===== src/rtl/d7s_pkg.sv =====
// Shared constants for the seven-segment scan decoder:
// active-low ABCDEFG patterns, digit slot indices and FSM states.
package d7s_pkg;

    localparam logic [6:0] SEG_0     = 7'b0000001;
    localparam logic [6:0] SEG_1     = 7'b1001111;
    localparam logic [6:0] SEG_2     = 7'b0010010;
    localparam logic [6:0] SEG_3     = 7'b0000110;
    localparam logic [6:0] SEG_4     = 7'b1001100;
    localparam logic [6:0] SEG_5     = 7'b0100100;
    localparam logic [6:0] SEG_6     = 7'b0100000;
    localparam logic [6:0] SEG_7     = 7'b0001111;
    localparam logic [6:0] SEG_8     = 7'b0000000;
    localparam logic [6:0] SEG_9     = 7'b0000100;
    localparam logic [6:0] SEG_BLANK = 7'b1111111;

    localparam int UNITS    = 0;
    localparam int TENS     = 1;
    localparam int HUNDREDS = 2;

    typedef enum logic [1:0] {
        COLLECT,
        CONVERT,
        PUBLISH
    } state_t;

endpackage


===== src/rtl/seg7_to_bcd.sv =====
// Combinational decode of one active-low segment pattern into a digit.
// A blank display reads as 0; anything else unknown is flagged illegal.
module seg7_to_bcd
    import d7s_pkg::*;
(
    input  logic [6:0] seg,
    output logic [3:0] digit,
    output logic       legal
);

    always_comb begin
        digit = 4'd0;
        legal = 1'b1;
        case (seg)
            SEG_0, SEG_BLANK: digit = 4'd0;
            SEG_1:            digit = 4'd1;
            SEG_2:            digit = 4'd2;
            SEG_3:            digit = 4'd3;
            SEG_4:            digit = 4'd4;
            SEG_5:            digit = 4'd5;
            SEG_6:            digit = 4'd6;
            SEG_7:            digit = 4'd7;
            SEG_8:            digit = 4'd8;
            SEG_9:            digit = 4'd9;
            default:          legal = 1'b0;
        endcase
    end

endmodule


===== src/rtl/seg_scan_decoder.sv =====
// Reconstructs the 0-255 value shown on a multiplexed 3-digit display
// by debouncing each scanned digit and assembling complete frames.
module seg_scan_decoder
    import d7s_pkg::*;
#(
    parameter int SETTLE_CYCLES  = 4,
    parameter int TIMEOUT_CYCLES = 1_000_000
) (
    input  logic       clk,
    input  logic       rst,
    input  logic [2:0] transistor,
    input  logic [6:0] d7sp,
    output logic [7:0] value,
    output logic       value_valid,
    output logic       seg_err,
    output logic       range_err,
    output logic       stale
);

    localparam int DW = $clog2(SETTLE_CYCLES + 1);
    localparam int TW = $clog2(TIMEOUT_CYCLES + 1);

    localparam logic [DW-1:0] DWELL_MAX = DW'(SETTLE_CYCLES);
    localparam logic [DW-1:0] DWELL_HIT = DW'(SETTLE_CYCLES - 2);
    localparam logic [TW-1:0] TO_MAX    = TW'(TIMEOUT_CYCLES);
    localparam logic [TW-1:0] TO_SET    = TW'(TIMEOUT_CYCLES - 1);

    logic [2:0]    sel_q;
    logic [6:0]    seg_q;
    logic [2:0]    sel_p;
    logic [6:0]    seg_p;
    logic [DW-1:0] dwell;
    logic [TW-1:0] tcount;
    state_t        state;
    logic [2:0]    have;
    logic [3:0]    dig [3];

    logic          one_hot;
    logic          same;
    logic          capture;
    logic          take;
    logic [3:0]    digit;
    logic          legal;
    logic [2:0]    wr_mask;
    logic [2:0]    have_next;
    logic [9:0]    sum;
    logic          fits;

    seg7_to_bcd u_dec (
        .seg   (seg_q),
        .digit (digit),
        .legal (legal)
    );

    always_ff @(posedge clk or negedge rst) begin
        if (!rst) begin
            sel_q <= '0;
            seg_q <= '0;
            sel_p <= '0;
            seg_p <= '0;
        end else begin
            sel_q <= transistor;
            seg_q <= d7sp;
            sel_p <= sel_q;
            seg_p <= seg_q;
        end
    end

    assign one_hot = (sel_q == 3'b001) || (sel_q == 3'b010) || (sel_q == 3'b100);
    assign same    = (sel_q == sel_p) && (seg_q == seg_p);

    // Saturating at SETTLE_CYCLES makes the capture fire once per dwell.
    always_ff @(posedge clk or negedge rst) begin
        if (!rst) begin
            dwell <= '0;
        end else if (one_hot && same) begin
            if (dwell != DWELL_MAX) dwell <= dwell + DW'(1);
        end else begin
            dwell <= '0;
        end
    end

    assign capture   = one_hot && same && (dwell == DWELL_HIT);
    assign take      = capture && (state == COLLECT);
    assign seg_err   = take && !legal;
    assign wr_mask   = (take && legal) ? sel_q : 3'b000;
    assign have_next = have | wr_mask;

    assign sum = 10'(dig[HUNDREDS]) * 10'd100
               + 10'(dig[TENS]) * 10'd10
               + 10'(dig[UNITS]);
    assign fits = (sum <= 10'd255);

    always_ff @(posedge clk or negedge rst) begin
        if (!rst) begin
            state       <= COLLECT;
            have        <= '0;
            value       <= '0;
            value_valid <= 1'b0;
            range_err   <= 1'b0;
            for (int i = 0; i < 3; i++) dig[i] <= '0;
        end else begin
            value_valid <= 1'b0;
            range_err   <= 1'b0;
            unique case (state)
                COLLECT: begin
                    have <= have_next;
                    for (int i = 0; i < 3; i++)
                        if (wr_mask[i]) dig[i] <= digit;
                    if (&have_next) state <= CONVERT;
                end
                CONVERT: begin
                    have        <= '0;
                    value_valid <= fits;
                    range_err   <= !fits;
                    if (fits) value <= sum[7:0];
                    state <= PUBLISH;
                end
                PUBLISH: state <= COLLECT;
                default: state <= COLLECT;
            endcase
        end
    end

    // A publish in the same cycle as the timeout takes priority.
    always_ff @(posedge clk or negedge rst) begin
        if (!rst) begin
            tcount <= '0;
            stale  <= 1'b0;
        end else if (value_valid) begin
            tcount <= '0;
            stale  <= 1'b0;
        end else begin
            if (tcount != TO_MAX) tcount <= tcount + TW'(1);
            if (tcount >= TO_SET) stale <= 1'b1;
        end
    end

endmodule

===== config.mk =====
export PLATFORM = sky130hd
export DESIGN_NAME = seg_scan_decoder
export DESIGN_NICKNAME = d
export VERILOG_FILES = /design/src/rtl/d7s_pkg.sv /design/src/rtl/seg7_to_bcd.sv /design/src/rtl/seg_scan_decoder.sv
export SDC_FILE = /design/constraint.sdc
export NUM_CORES = 1
export LEC_CHECK = 0
export CORE_MARGIN = 4
export CORE_UTILIZATION = 30
export CTS_CLUSTER_DIAMETER = 150
export DETAILED_ROUTE_END_ITERATION = 10
export SLEW_MARGIN = 20
export SYNTH_ARGS = -nofsm -noshare
export SYNTH_HDL_FRONTEND = slang
export SYNTH_HIERARCHICAL = 1
export SYNTH_SLANG_ARGS = --single-unit
export TNS_END_PERCENT = 100

===== constraint.sdc =====
create_clock -name clk -period 7.4 [get_ports clk]
set_clock_uncertainty 0.2 [all_clocks]
set_input_delay 1.48 -clock clk [delete_from_list [all_inputs] [get_ports clk]]
set_output_delay 1.48 -clock clk [all_outputs]
set_load 0.02 [all_outputs]

==> results.sh, run 1 <==
export IMPL_outcome="completed"
export IMPL_reg2reg_slack_ps=3470
export IMPL_layout_commonest_cell="dfrtp_1"
export IMPL_whs_ps=269.9
export IMPL_power_frac_seq_pct=49.7
export IMPL_syn2layout_area_growth_pct=18.79
export IMPL_startpoint_type="flip-flop"
export IMPL_cap_violations=0
export IMPL_ys_types=52
export IMPL_crit_fanout=9
export IMPL_maxSlewHeadroom_pct=42.29
export IMPL_grt_total_usage_pct=10.06
export IMPL_syn_nets=371
export IMPL_final_cells=529
export IMPL_die_x_um=119.2
export IMPL_min_period_ps=4441
export IMPL_design_core_area_um2=12060
export IMPL_routedWlPerCell_um=12.34
export IMPL_holdBufCountCts=0
export IMPL_drtPass1Iterations=4
export IMPL_synthFlopType="dfrtp_1"
export IMPL_crit_chain="nor3_1, and4_4, or3_4, nand3b_4, nor4b_1, clkdlybuf4s50_1"
export IMPL_synth_top_area_share_pct=47.91
export IMPL_p_comb_share_pct=2.8
export IMPL_setup_worst_path_class="reg -> out"
export IMPL_setup_tns_ps=0
export IMPL_clkLatencyLatePin_ps=320
export IMPL_drive_gt1_share_pct=12.47
export IMPL_core_rowCount=40
export IMPL_cts_resized=0
export IMPL_hold_viol=0
export IMPL_r2r_start="dig[5]$_DFFE_PN0P_"
export IMPL_synth_edf_count=0
export IMPL_portBuffers=23
export IMPL_ys_seq_area_share_pct=47.91
export IMPL_syn_inst=326
export IMPL_cp_end_kind="primary output"
export IMPL_cts_made_buffers=9
export IMPL_fillers=1188
export IMPL_vias=2390
export IMPL_setup_violations=0
export IMPL_post_cts_buffers=0
export IMPL_p_int_uw=645.9
export IMPL_grt_pass1_vias=2444
export IMPL_switchingPower_uw=163.2
export IMPL_dp_cells=515
export IMPL_layout_common_cells="71 x dfrtp_1, 30 x nor2_1, 28 x ha_1"
export IMPL_cp_top_family="simple AND/OR/NAND/NOR gates"
export IMPL_slew_violations=0
export IMPL_die_h_um=119.2
export IMPL_antenna_found_initial=0
export IMPL_die_area_um2=14210
export IMPL_grt_pass1_wl_um=11500
export IMPL_ctsLongestPathBuffers=2
export IMPL_overflow=0
export IMPL_yosys_area_top_type="dfrtp_1"
export IMPL_cts_root_buf="clkbuf_16"
export IMPL_wirelength_um=6529
export IMPL_reg2reg_to="value[6]$_DFFE_PN0P_"
export IMPL_syn_avg_cell_area_um2=11.38
export IMPL_vdd_drop_max_mv=0.1235
export IMPL_clkTransAtPathRegs_ps=50
export IMPL_synthArstFlopShare_pct=100.0
export IMPL_p_sw_share_pct=20.17
export IMPL_synth_area_leaders="dfrtp_1 48%, ha_1 9.4%, mux2_2 5.8%, xnor2_1 4.7%, xor2_1 3.8%"
export IMPL_fmax_mhz=225.2
export IMPL_cp_required_ps=5720
export IMPL_min_period_over_period_pct=60.01
export IMPL_htree_levels=3
export IMPL_yosysWarnings=6
export IMPL_arrival_ps=2760
export IMPL_slowest_stage="clkdlybuf4s50_1"
export IMPL_final_antenna_net_count=0
export IMPL_route_detailed_drc=0
export IMPL_worstMarginPinSlew_ps=865.7
export IMPL_drt_iter0_drc=113
export IMPL_cp_num_cells=6
export IMPL_hold_path_class="reg -> reg"
export IMPL_dpl_hpwl_um=4727
export IMPL_reg2reg_depth=12
export IMPL_rsz0062_at_grt="no"
export IMPL_cts_tree="done"
export IMPL_place_congestion=0.7768
export IMPL_clock_sinks=71
export IMPL_design_portCount=24
export IMPL_endpoint="seg_err"
export IMPL_cellLeakagePower_uw=0.002076
export IMPL_power_density_nw_per_um2=183.7
export IMPL_grt_max_degree=72
export IMPL_initial_core_util_pct=30.75
export IMPL_synth_area_um2=3709
export IMPL_ys_ff_latch=71
export IMPL_final_nets=403
export IMPL_vias_per_cell=4.518
export IMPL_crit_buf_inv=1
export IMPL_clockPowerShare_pct=47.5
export IMPL_crit_start="seg_q[1]$_DFF_PN0_"
export IMPL_antennaDiodeCount=0
export IMPL_cpPeakStageDelay_ps=670
export IMPL_power_total_uw=809.1
worst min path at each step:
stage | from | to | slack [ps] | depth (start not counted)
after floorplan | sel_q[1]$_DFF_PN0_ | sel_p[1]$_DFF_PN0_ | 210 | 0
after global placement | sel_q[1]$_DFF_PN0_ | sel_p[1]$_DFF_PN0_ | 270 | 0
after detailed placement | sel_q[1]$_DFF_PN0_ | sel_p[1]$_DFF_PN0_ | 270 | 0
after CTS | sel_q[1]$_DFF_PN0_ | sel_p[1]$_DFF_PN0_ | 270 | 0
after global routing | sel_q[1]$_DFF_PN0_ | sel_p[1]$_DFF_PN0_ | 300 | 0
final | sel_q[1]$_DFF_PN0_ | sel_p[1]$_DFF_PN0_ | 270 | 0
routing by layer:
layer	up-vias	global-route usage (%)	part of all wire [%]
li1	1197	-	-
met5	-	0	0
met1	1151	12.64	48
met2	36	15.93	47
met3	6	3.371	3.8
met4	0	3.983	1.4
state kept, by name, indices dropped and copies added (netlist names):
signal	count
tcount	20
dig	12
value	8
seg_p	7
seg_q	7
dwell	3
have	3
sel_p	3
sel_q	3
state	2
range_err	1
stale	1
value_valid	1
power by group through the flow:
stage	Sequential, µW	Combinational, µW	Clock, µW
final	402	23.0	384
after global routing	403	26.4	411
after CTS	402	24.1	398
after detailed placement	408	23.9	0
after global placement	408	23.4	0
after floorplan	406	8.93	0
cell usage after synthesis (all sizes together) (4+ instances only):
| library cell | count |
|---|---|
| ha | 28 |
| a21oi | 11 |
| nand2b | 4 |
| xor2 | 16 |
| mux2 | 19 |
| nor2b | 4 |
| nor3 | 8 |
| xnor2 | 20 |
| dfrtp | 71 |
| nand3 | 10 |
| nor2 | 30 |
| nand4 | 5 |
| fa | 5 |
| nand2 | 21 |
| o21ai | 6 |
| inv | 19 |
| and3 | 6 |
cell type report:
type	count	area, µm²	share of cell area, %
repair buffers	24	232.7	5.283
inverters	19	71.32	1.619
clock buffers	13	260.3	5.907
multi-input cells	233	1849	41.98
clock inverters	1	5.005	0.1136
flip-flops and latches	71	1777	40.33
well taps	168	210.2	4.771
cells by family (layout without fill, tap and decap cells):
logic type,after synthesis,in the layout,synth area share (%)
AND/OR/NAND/NOR,111,111,16.97
buffers and inverters,22,57,2.227
AO/OA/AOI/OAI,33,33,6.208
multiplexers,20,20,6.039
XOR/XNOR,36,36,8.502
adder cells (fa/ha/maj),33,33,12.15
flip-flops,71,71,47.91
through the flow:
| stage | util, % | area [µm²] | setup slack (ps) |
|---|---|---|---|
| 3_3_place_gp | 34.33 | 4140 | 3295 |
| 6_report | 36.52 | 4405 | 2959 |
| 4_1_cts | 36.52 | 4405 | 2888 |
| 3_5_place_dp | 34.33 | 4140 | 3249 |
| 5_1_grt | 36.52 | 4405 | 2802 |
| 2_1_floorplan | - | 3709 | 3638 |
No activity file was read; power rests on OpenSTA's default activity.
==> run 2: changes to the inputs <==
==> constraint.sdc (replaced) <==
create_clock -name clk -period 3.7 [get_ports clk]
set_clock_uncertainty 0.2 [all_clocks]
set_input_delay 0.74 -clock clk [delete_from_list [all_inputs] [get_ports clk]]
set_output_delay 0.74 -clock clk [all_outputs]
set_load 0.02 [all_outputs]
==> results.sh, run 2 (synthesized netlist as in run 1, its figures left out) <==
export IMPL_outcome="completed"
export IMPL_setup_worst_path_class="reg -> reg"
export IMPL_drive_gt1_share_pct=17.47
export IMPL_crit_fanout=8
export IMPL_hold_viol=0
export IMPL_fmax_mhz=280.7
export IMPL_design_core_area_um2=12060
export IMPL_min_period_over_period_pct=96.27
export IMPL_worstMarginPinSlew_ps=468.1
export IMPL_clockPowerShare_pct=47.0
export IMPL_whs_ps=37.05
export IMPL_layout_common_cells="71 x dfrtp_1, 30 x nor2_1, 24 x ha_1"
export IMPL_die_x_um=119.2
export IMPL_place_area_um2=4205
export IMPL_largest_register="tcount"
export IMPL_syn2layout_area_growth_pct=23.21
export IMPL_routedWlPerCell_um=12.55
export IMPL_cts_made_buffers=9
export IMPL_drtPass1Iterations=4
export IMPL_hold_path_class="in -> async"
export IMPL_dpl_hpwl_um=4921
export IMPL_vias_per_cell=4.528
export IMPL_power_total_uw=1608
export IMPL_portBuffers=23
export IMPL_design_portCount=24
export IMPL_largest_registers="tcount x20, dig x12, value x8"
export IMPL_cts_root_buf="clkbuf_16"
export IMPL_clock_sinks=71
export IMPL_grt_total_usage_pct=10.12
export IMPL_antennaDiodeCount=0
export IMPL_cellLeakagePower_uw=0.002140
export IMPL_startpoint_type="flip-flop"
export IMPL_p_comb_share_pct=3.1
export IMPL_setup_violations=0
export IMPL_initial_core_util_pct=30.75
export IMPL_power_density_nw_per_um2=351.8
export IMPL_ctsLongestPathBuffers=2
export IMPL_die_area_um2=14210
export IMPL_arrival_ps=3570
export IMPL_vias=2445
export IMPL_slew_violations=0
export IMPL_clkLatencyLatePin_ps=330
export IMPL_antenna_found_initial=0
export IMPL_p_sw_share_pct=20.62
export IMPL_drt_iter0_drc=78
export IMPL_place_congestion=0.7950
export IMPL_htree_levels=3
export IMPL_cap_violations=0
export IMPL_die_h_um=119.2
export IMPL_maxSlewHeadroom_pct=68.53
export IMPL_clkTransAtPathRegs_ps=50
export IMPL_grt_pass1_wl_um=11540
export IMPL_final_nets=413
export IMPL_overflow=0
export IMPL_stdcell_area_um2=4569
export IMPL_route_detailed_drc=0
export IMPL_power_frac_seq_pct=49.9
export IMPL_wirelength_um=6776
export IMPL_largest_reg_flops=20
export IMPL_final_antenna_net_count=0
export IMPL_switchingPower_uw=331.5
export IMPL_core_rowCount=40
export IMPL_grt_max_degree=67
export IMPL_cts_tree="done"
export IMPL_grt_pass1_vias=2394
export IMPL_cp_required_ps=3710
export IMPL_min_period_ps=3562
export IMPL_layout_commonest_cell="dfrtp_1"
export IMPL_p_int_uw=1276
export IMPL_cp_end_kind="flip-flop"
export IMPL_vdd_drop_max_mv=0.2007
## run 2: final timing paths
kind | start | endpoint | slack (ps) | cells after the start
hold / removal | rst | range_err$_DFF_PN0_ | 40 | 1
setup / recovery | dig[7]$_DFFE_PN0P_ | value[4]$_DFFE_PN0P_ | 140 | 13
setup reg to reg | dig[7]$_DFFE_PN0P_ | value[4]$_DFFE_PN0P_ | 140 | 13
hold reg to reg | sel_q[1]$_DFF_PN0_ | sel_p[1]$_DFF_PN0_ | 280 | 0
min in group clk | sel_q[1]$_DFF_PN0_ | sel_p[1]$_DFF_PN0_ | 280 | 0
max in group asynchronous | rst | dwell[2]$_DFFE_PN0P_ | 2690 | 2
## run 2: what timing repair did
| action | 4_1_cts | 5_1_grt |
|---|---|---|
| hold buffers | 0 | 0 |
| gates resized for setup | 1 | 10 |
| pin swaps | 1 | 7 |
| setup buffers | 1 | 2 |
| setup endpoints to repair | 9 | 8 |
## run 2: per-stage QoR
| stage | setup WS (ps) | utilization (%) | setup TNS [ps] | instances |
|---|---|---|---|---|
| after floorplan | 49.64 | - | 0 | 326 |
| after global placement | 12.25 | 34.87 | 0 | 522 |
| after detailed placement | -52.26 | 34.87 | -333.8 | 522 |
| after CTS | 58.20 | 37.22 | 0 | 538 |
| after global routing | -23.42 | 37.88 | -73.19 | 540 |
| final | 138.0 | 37.88 | 0 | 540 |
## run 2: routing by layer
metal	up-vias	part of all wire, %	GRT usage [%]
met3	10	3.6	3.276
met1	1182	47	13.45
li1	1221	-	-
met5	-	0	0
met2	32	47	15.29
met4	0	1.6	3.910
## run 2: area by class of cell
| type | count | area, µm² |
|---|---|---|
| Clock buffer | 11 | 242.7 |
| Clock inverter | 4 | 22.52 |
| Fill cell | 1172 | 7492 |
| Inverter | 19 | 71.32 |
| Multi-Input combinational cell | 233 | 1914 |
| Sequential cell | 71 | 1777 |
| Tap cell | 168 | 210.2 |
| Timing Repair Buffer | 34 | 331.6 |
## run 2: power groups by stage
| stage | sequential [µW] | combinational, µW | clock [µW] |
|---|---|---|---|
| final | 802 | 49.2 | 756 |
| after global placement | 815 | 49.8 | 0 |
| after floorplan | 813 | 17.9 | 0 |
| after CTS | 802 | 51.3 | 783 |
| after global routing | 804 | 56.7 | 816 |
| after detailed placement | 816 | 51.1 | 0 |
## run 2: worst max-delay path, stage by stage (launching register included)
cell and delay, ps:
dfrtp_1 370, ha_1 310, ha_2 200, fa_2 330
xor2_1 150, ha_1 330, ha_4 250, a21oi_4 130
o21ai_2 90, o31ai_2 290, xnor2_2 120, nor3_4 210
buf_12 140, mux2_2 330
==> run 3: changes to the inputs <==
--- a/config.mk
+++ b/config.mk
@@ -5,10 +5,12 @@
 export SDC_FILE = /design/constraint.sdc
 export NUM_CORES = 1
 export LEC_CHECK = 0
+export CAP_MARGIN = 30
 export CORE_MARGIN = 4
 export CORE_UTILIZATION = 30
 export CTS_CLUSTER_DIAMETER = 150
 export DETAILED_ROUTE_END_ITERATION = 10
+export REMOVE_ABC_BUFFERS = 1
 export SLEW_MARGIN = 20
 export SYNTH_ARGS = -nofsm -noshare
 export SYNTH_HDL_FRONTEND = slang
==> results.sh, run 3 (synthesized netlist as in run 1, its figures left out) <==
export IMPL_outcome="completed"
export IMPL_vias_per_cell=4.553
export IMPL_drt_iter0_drc=101
export IMPL_antenna_found_initial=0
export IMPL_drtPass1Iterations=4
export IMPL_whs_ps=94.12
export IMPL_cellLeakagePower_uw=0.002206
export IMPL_cp_required_ps=3720
export IMPL_die_x_um=119.2
export IMPL_clock_sinks=71
export IMPL_vdd_drop_max_mv=0.3741
export IMPL_portBuffers=23
export IMPL_power_total_uw=1869
export IMPL_cts_made_buffers=9
export IMPL_clkTransAtPathRegs_ps=60
export IMPL_overflow=0
export IMPL_wirelength_um=7238
export IMPL_crit_start="dig[7]$_DFFE_PN0P_"
export IMPL_crit_chain="ha_4, ha_4, fa_2, xor2_1, ha_1, ha_4, a21oi_4, o21ai_2, o31ai_2, xnor2_2, nor3_4, clkbuf_16, mux2_2"
export IMPL_dp_cells=527
export IMPL_cts_tree="done"
export IMPL_area_sequential_um2=1777
export IMPL_htree_levels=3
export IMPL_largest_reg_flops=20
export IMPL_antennaDiodeCount=0
export IMPL_fillers=1142
export IMPL_initial_core_util_pct=30.75
export IMPL_min_period_ps=3650
export IMPL_place_congestion=0.8034
export IMPL_slowest_stage="dfrtp_1"
export IMPL_r2r_start="dig[7]$_DFFE_PN0P_"
export IMPL_routedWlPerCell_um=13.21
export IMPL_largest_registers="tcount x20, dig x12, value x8"
export IMPL_post_route_util_pct=39.63
export IMPL_cts_root_buf="clkbuf_16"
export IMPL_dpl_hpwl_um=5067
export IMPL_grt_pass1_vias=2625
export IMPL_min_period_over_period_pct=98.66
export IMPL_power_density_nw_per_um2=391.1
export IMPL_syn2layout_area_growth_pct=28.88
export IMPL_design_portCount=24
export IMPL_cap_violations=0
export IMPL_core_rowCount=40
export IMPL_grt_max_degree=36
export IMPL_path_common_cell="ha_4"
export IMPL_setup_worst_path_class="reg -> reg"
export IMPL_fmax_mhz=274.0
export IMPL_design_core_area_um2=12060
export IMPL_endpoint="value[0]$_DFFE_PN0P_"
export IMPL_cpPeakStageDelay_ps=410
export IMPL_setup_violations=0
export IMPL_crit_fanout=4
export IMPL_startpoint_type="flip-flop"
export IMPL_arrival_ps=3670
export IMPL_final_antenna_net_count=0
export IMPL_multiInputGateArea_um2=1976
export IMPL_slew_violations=0
export IMPL_grt_pass1_wl_um=12650
export IMPL_reg2reg_depth=13
export IMPL_ctsLongestPathBuffers=2
export IMPL_layout_common_cells="71 x dfrtp_1, 30 x nor2_1, 21 x clkdlybuf4s50_1"
export IMPL_cp_end_kind="flip-flop"
export IMPL_worstMarginPinSlew_ps=451.0
export IMPL_reg2reg_to="value[0]$_DFFE_PN0P_"
export IMPL_vias=2495
export IMPL_final_cells=548
export IMPL_drive_gt1_share_pct=22.11
export IMPL_hold_path_class="in -> async"
export IMPL_reg2reg_slack_ps=50
export IMPL_final_nets=420
export IMPL_grt_total_usage_pct=10.97
export IMPL_maxSlewHeadroom_pct=69.68
export IMPL_die_area_um2=14210
export IMPL_layout_commonest_cell="dfrtp_1"
export IMPL_route_detailed_drc=0
export IMPL_largest_register="tcount"
export IMPL_clkLatencyLatePin_ps=330
export IMPL_setup_tns_ps=0
export IMPL_hold_viol=0
export IMPL_die_h_um=119.2
export IMPL_rsz0062_at_grt="yes"
## run 3: cell types whose count changed in the layout (fill, tap and decap cells not counted), sizes merged
| cell | before | now |
|---|---|---|
| buf | 12 | 18 |
| clkinv | 3 | 2 |
| bufinv | 0 | 3 |
| clkbuf | 11 | 12 |
| clkinvlp | 1 | 0 |
## run 3: report_power, final
group	internal, µW	switching, µW
Sequential	788	15.3
Clock	695	323
Combinational	22.8	25.1
## run 3: worst max-delay path, delay by kind of cell, from the launching register on
family	cells	cell delay [ps]
DFF	1	410
buffers and inverters	1	200
adders and majority gates	5	1350
and+or+nand+nor	1	290
AOI/OAI and AO/OA	3	490
muxes	1	320
xor gates and xnor gates	2	280
## run 3: per-layer routing
| metal | track usage, % | up-vias | part of all wire [%] |
|---|---|---|---|
| li1 | - | 1228 | - |
| met1 | 13.54 | 1223 | 44 |
| met2 | 18.16 | 33 | 51 |
| met3 | 3.466 | 11 | 3.1 |
| met4 | 3.693 | 0 | 1.5 |
| met5 | 0 | - | 0 |
## run 3: worst min-delay path by stage
| stage | startpoint | end | slack [ps] | cells after the start |
|---|---|---|---|---|
| floorplan | sel_q[1]$_DFF_PN0_ | sel_p[1]$_DFF_PN0_ | 210 | 0 |
| global placement | have[1]$_DFFE_PN0P_ | have[1]$_DFFE_PN0P_ | 270 | 2 |
| detailed placement | sel_q[2]$_DFF_PN0_ | sel_p[2]$_DFF_PN0_ | 270 | 0 |
| CTS | rst | tcount[8]$_DFFE_PN0P_ | 80 | 1 |
| global route | rst | tcount[1]$_DFFE_PN0P_ | 90 | 1 |
| finish | rst | tcount[16]$_DFFE_PN0P_ | 90 | 1 |
## run 3: area by class of cell
| type | count | share of cell area [%] |
|---|---|---|
| multi-input cells | 233 | 41.34 |
| flip-flops and latches | 71 | 37.17 |
| repair buffers | 41 | 8.141 |
| clock buffers | 11 | 5.288 |
| well taps | 168 | 4.398 |
| clock inverters | 5 | 2.173 |
| inverters | 19 | 1.492 |
## run 3: repair_timing
item	4_1_cts	5_1_grt
pin swaps	1	11
buffers inserted	1	3
hold buffers	0	0
gates resized for setup	1	22
cloned	0	1
setup endpoints to repair	9	8
## run 3: stage by stage
stage | instance area, µm² | worst slack, ps
6_report | 4780 | 49.72
5_1_grt | 4780 | -68.55
4_1_cts | 4606 | 15.36
3_5_place_dp | 4230 | -153.6
3_3_place_gp | 4230 | -27.40
2_1_floorplan | 3697 | 49.64
==> RTL edit: new RTL, flow settings as in run 2 <==
Add an input register stage for `transistor` and `d7sp`; this delays them by one clock.
--- a/src/rtl/seg_scan_decoder.sv
+++ b/src/rtl/seg_scan_decoder.sv
@@ -24,6 +24,14 @@
     localparam logic [DW-1:0] DWELL_HIT = DW'(SETTLE_CYCLES - 2);
     localparam logic [TW-1:0] TO_MAX    = TW'(TIMEOUT_CYCLES);
     localparam logic [TW-1:0] TO_SET    = TW'(TIMEOUT_CYCLES - 1);
+
+    logic [2:0] transistor_q;
+    logic [6:0] d7sp_q;
+
+    always_ff @(posedge clk) begin
+        transistor_q <= transistor;
+        d7sp_q       <= d7sp;
+    end
 
     logic [2:0]    sel_q;
     logic [6:0]    seg_q;
@@ -59,8 +67,8 @@
             sel_p <= '0;
             seg_p <= '0;
         end else begin
-            sel_q <= transistor;
-            seg_q <= d7sp;
+            sel_q <= transistor_q;
+            seg_q <= d7sp_q;
             sel_p <= sel_q;
             seg_p <= seg_q;
         end
Formal check against the unedited RTL: not equivalent (a bounded check fails within 10 cycles, from zero or initial values and one cycle with rst low).
==> RTL edit against run 2 <==
- combinational power rose by 10%
- die area rose by 5.9%
- wire length rose by 5.4%
- synthesized area rose by 6.3%
- sequential cell count rose by 10
- total power rose by 17%
- clock power rose by 21%
- setup slack got worse by 100 ps
- design area rose by 8.2%
- sequential share of layout area rose by 1.1 points
- count of clock-buffer cells in the layout fell by 2
- critical endpoint is now value[1]
- highest routed layer unchanged
==> RTL edit: results (changes against run 2) <==
* Buffers, non-clock at 41 (was 34)
* DR vias/cell at 4.61 (was 4.53)
* Flops & latches, synth at 81 (was 71)
* Worst-margin pin slew at 759 ps (was 468 ps)
* Met3 Usage GRT at 0.0281 (was 0.0328)
* IR drop worst, VDD at 321 uV (was 201 uV)
* Area Growth Syn to Fin at 25.4% (was 23.2%)
* Grt met1 use at 0.141 (was 0.135)
* Pin count of the biggest net entering global routing at 33 (was 67)
* Synth unique cells at 55 (was 52)
* Register area share after synthesis at 0.501 (was 0.479)
* Clk cell area share at 0.0627 (was 0.0581)
* Status: completed (unchanged)
* Pre-CTS setup slack at -92.9 ps (was -52.3 ps)
* DP Area at 4470 um^2 (was 4210 um^2)
* Synth top cells by count: dfrtp_1, nor2_1, ha_1 (unchanged)
* Clock transition at path regs at 70 ps (was 50 ps)
* Post-layout net count at 437 (was 413)
* CLK BUF at 9 (was 11)
* DRT iter0 DRCs at 138 (was 78)
* Fraction of area in multi-input gates at 0.400 (was 0.419)
* Synth top area cells: dfrtp_1, ha_1, mux2_2 (unchanged)
* Avg Inst Size Synth at 11.5 um^2 (was 11.4 um^2)
* P_leak at 2.27 nW (was 2.14 nW)
* First-pass GRT wire length at 12.5 mm (was 11.5 mm)
* FP Rows at 41 (was 40)
* Layout cells sized above 1 at 0.191 (was 0.175)
* WL/cell at 12.6 um (was 12.5 um)
* Layout fillers at 1300 (was 1172)
* Met2 Use GR at 0.161 (was 0.153)
* Multi-input gates at 240 (was 233)
* Non-clock buffering overhead at 0.0787 (was 0.0726)
* Dpl cells at 546 (was 522)
* Critical Path AT at 3690 ps (was 3570 ps)
* Synthesized net count at 388 (was 371)
* Critical path peak fanout at 5 (was 8)
-- RTL edit: logic make-up (layout without fill, tap and decap cells) --
family / count (synthesis) / in the layout / synth area share
mux: 21 / 21 / 0.0593
fa+ha+maj: 33 / 33 / 0.114
buf+inv: 22 / 76 / 0.0213
flops: 81 / 81 / 0.501
compound gates: 37 / 37 / 0.0581
xor+xnor: 34 / 34 / 0.0755
simple gates: 115 / 115 / 0.170
-- RTL edit: final timing paths --
check / startpoint / to / slack [ps] / depth (start not counted)
setup reg to reg: dig[5] / value[1] / 40 / 13
setup / recovery: dig[5] / value[1] / 40 / 13
max in group asynchronous: rst / value[3] / 2300 / 2
hold reg to reg: d7sp_q[4] / seg_q[4] / 130 / 0
min in group asynchronous: rst / tcount[4] / 250 / 1
hold / removal: d7sp_q[4] / seg_q[4] / 130 / 0
-- RTL edit: worst reg2reg max path, stage by stage (launching register included) --
cell       delay [ps]
dfrtp_1           380
ha_1              300
ha_2              200
fa_2              330
xor2_1            150
ha_1              310
ha_4              300
o211ai_1          100
o21ai_2           210
o31ai_4            90
xnor2_2           170
nor3_4            310
clkbuf_16         210
mux2_4            290
-- RTL edit: repair_timing --
item,4_1_cts,5_1_grt
gates resized for setup,4,17
gates cloned,0,1
setup buffers,0,6
setup endpoints to repair,8,7
pin swaps,3,3
endpoints found under the hold margin,0,0
-- RTL edit: power breakdown --
group / total (mW) / internal [mW] / switching (mW)
logic: 0.0543 / 0.0242 / 0.0301
registers: 0.917 / 0.901 / 0.0159
clock network: 0.915 / 0.535 / 0.380
total: 1.89 / 1.46 / 0.426
-- RTL edit: layer usage --
| metal | up-vias | share of wire |
|---|---|---|
| met4 | 0 | 0.015 |
| met2 | 28 | 0.46 |
| met3 | 11 | 0.033 |
| met5 | - | 0 |
| li1 | 1307 | - |
| met1 | 1275 | 0.49 |
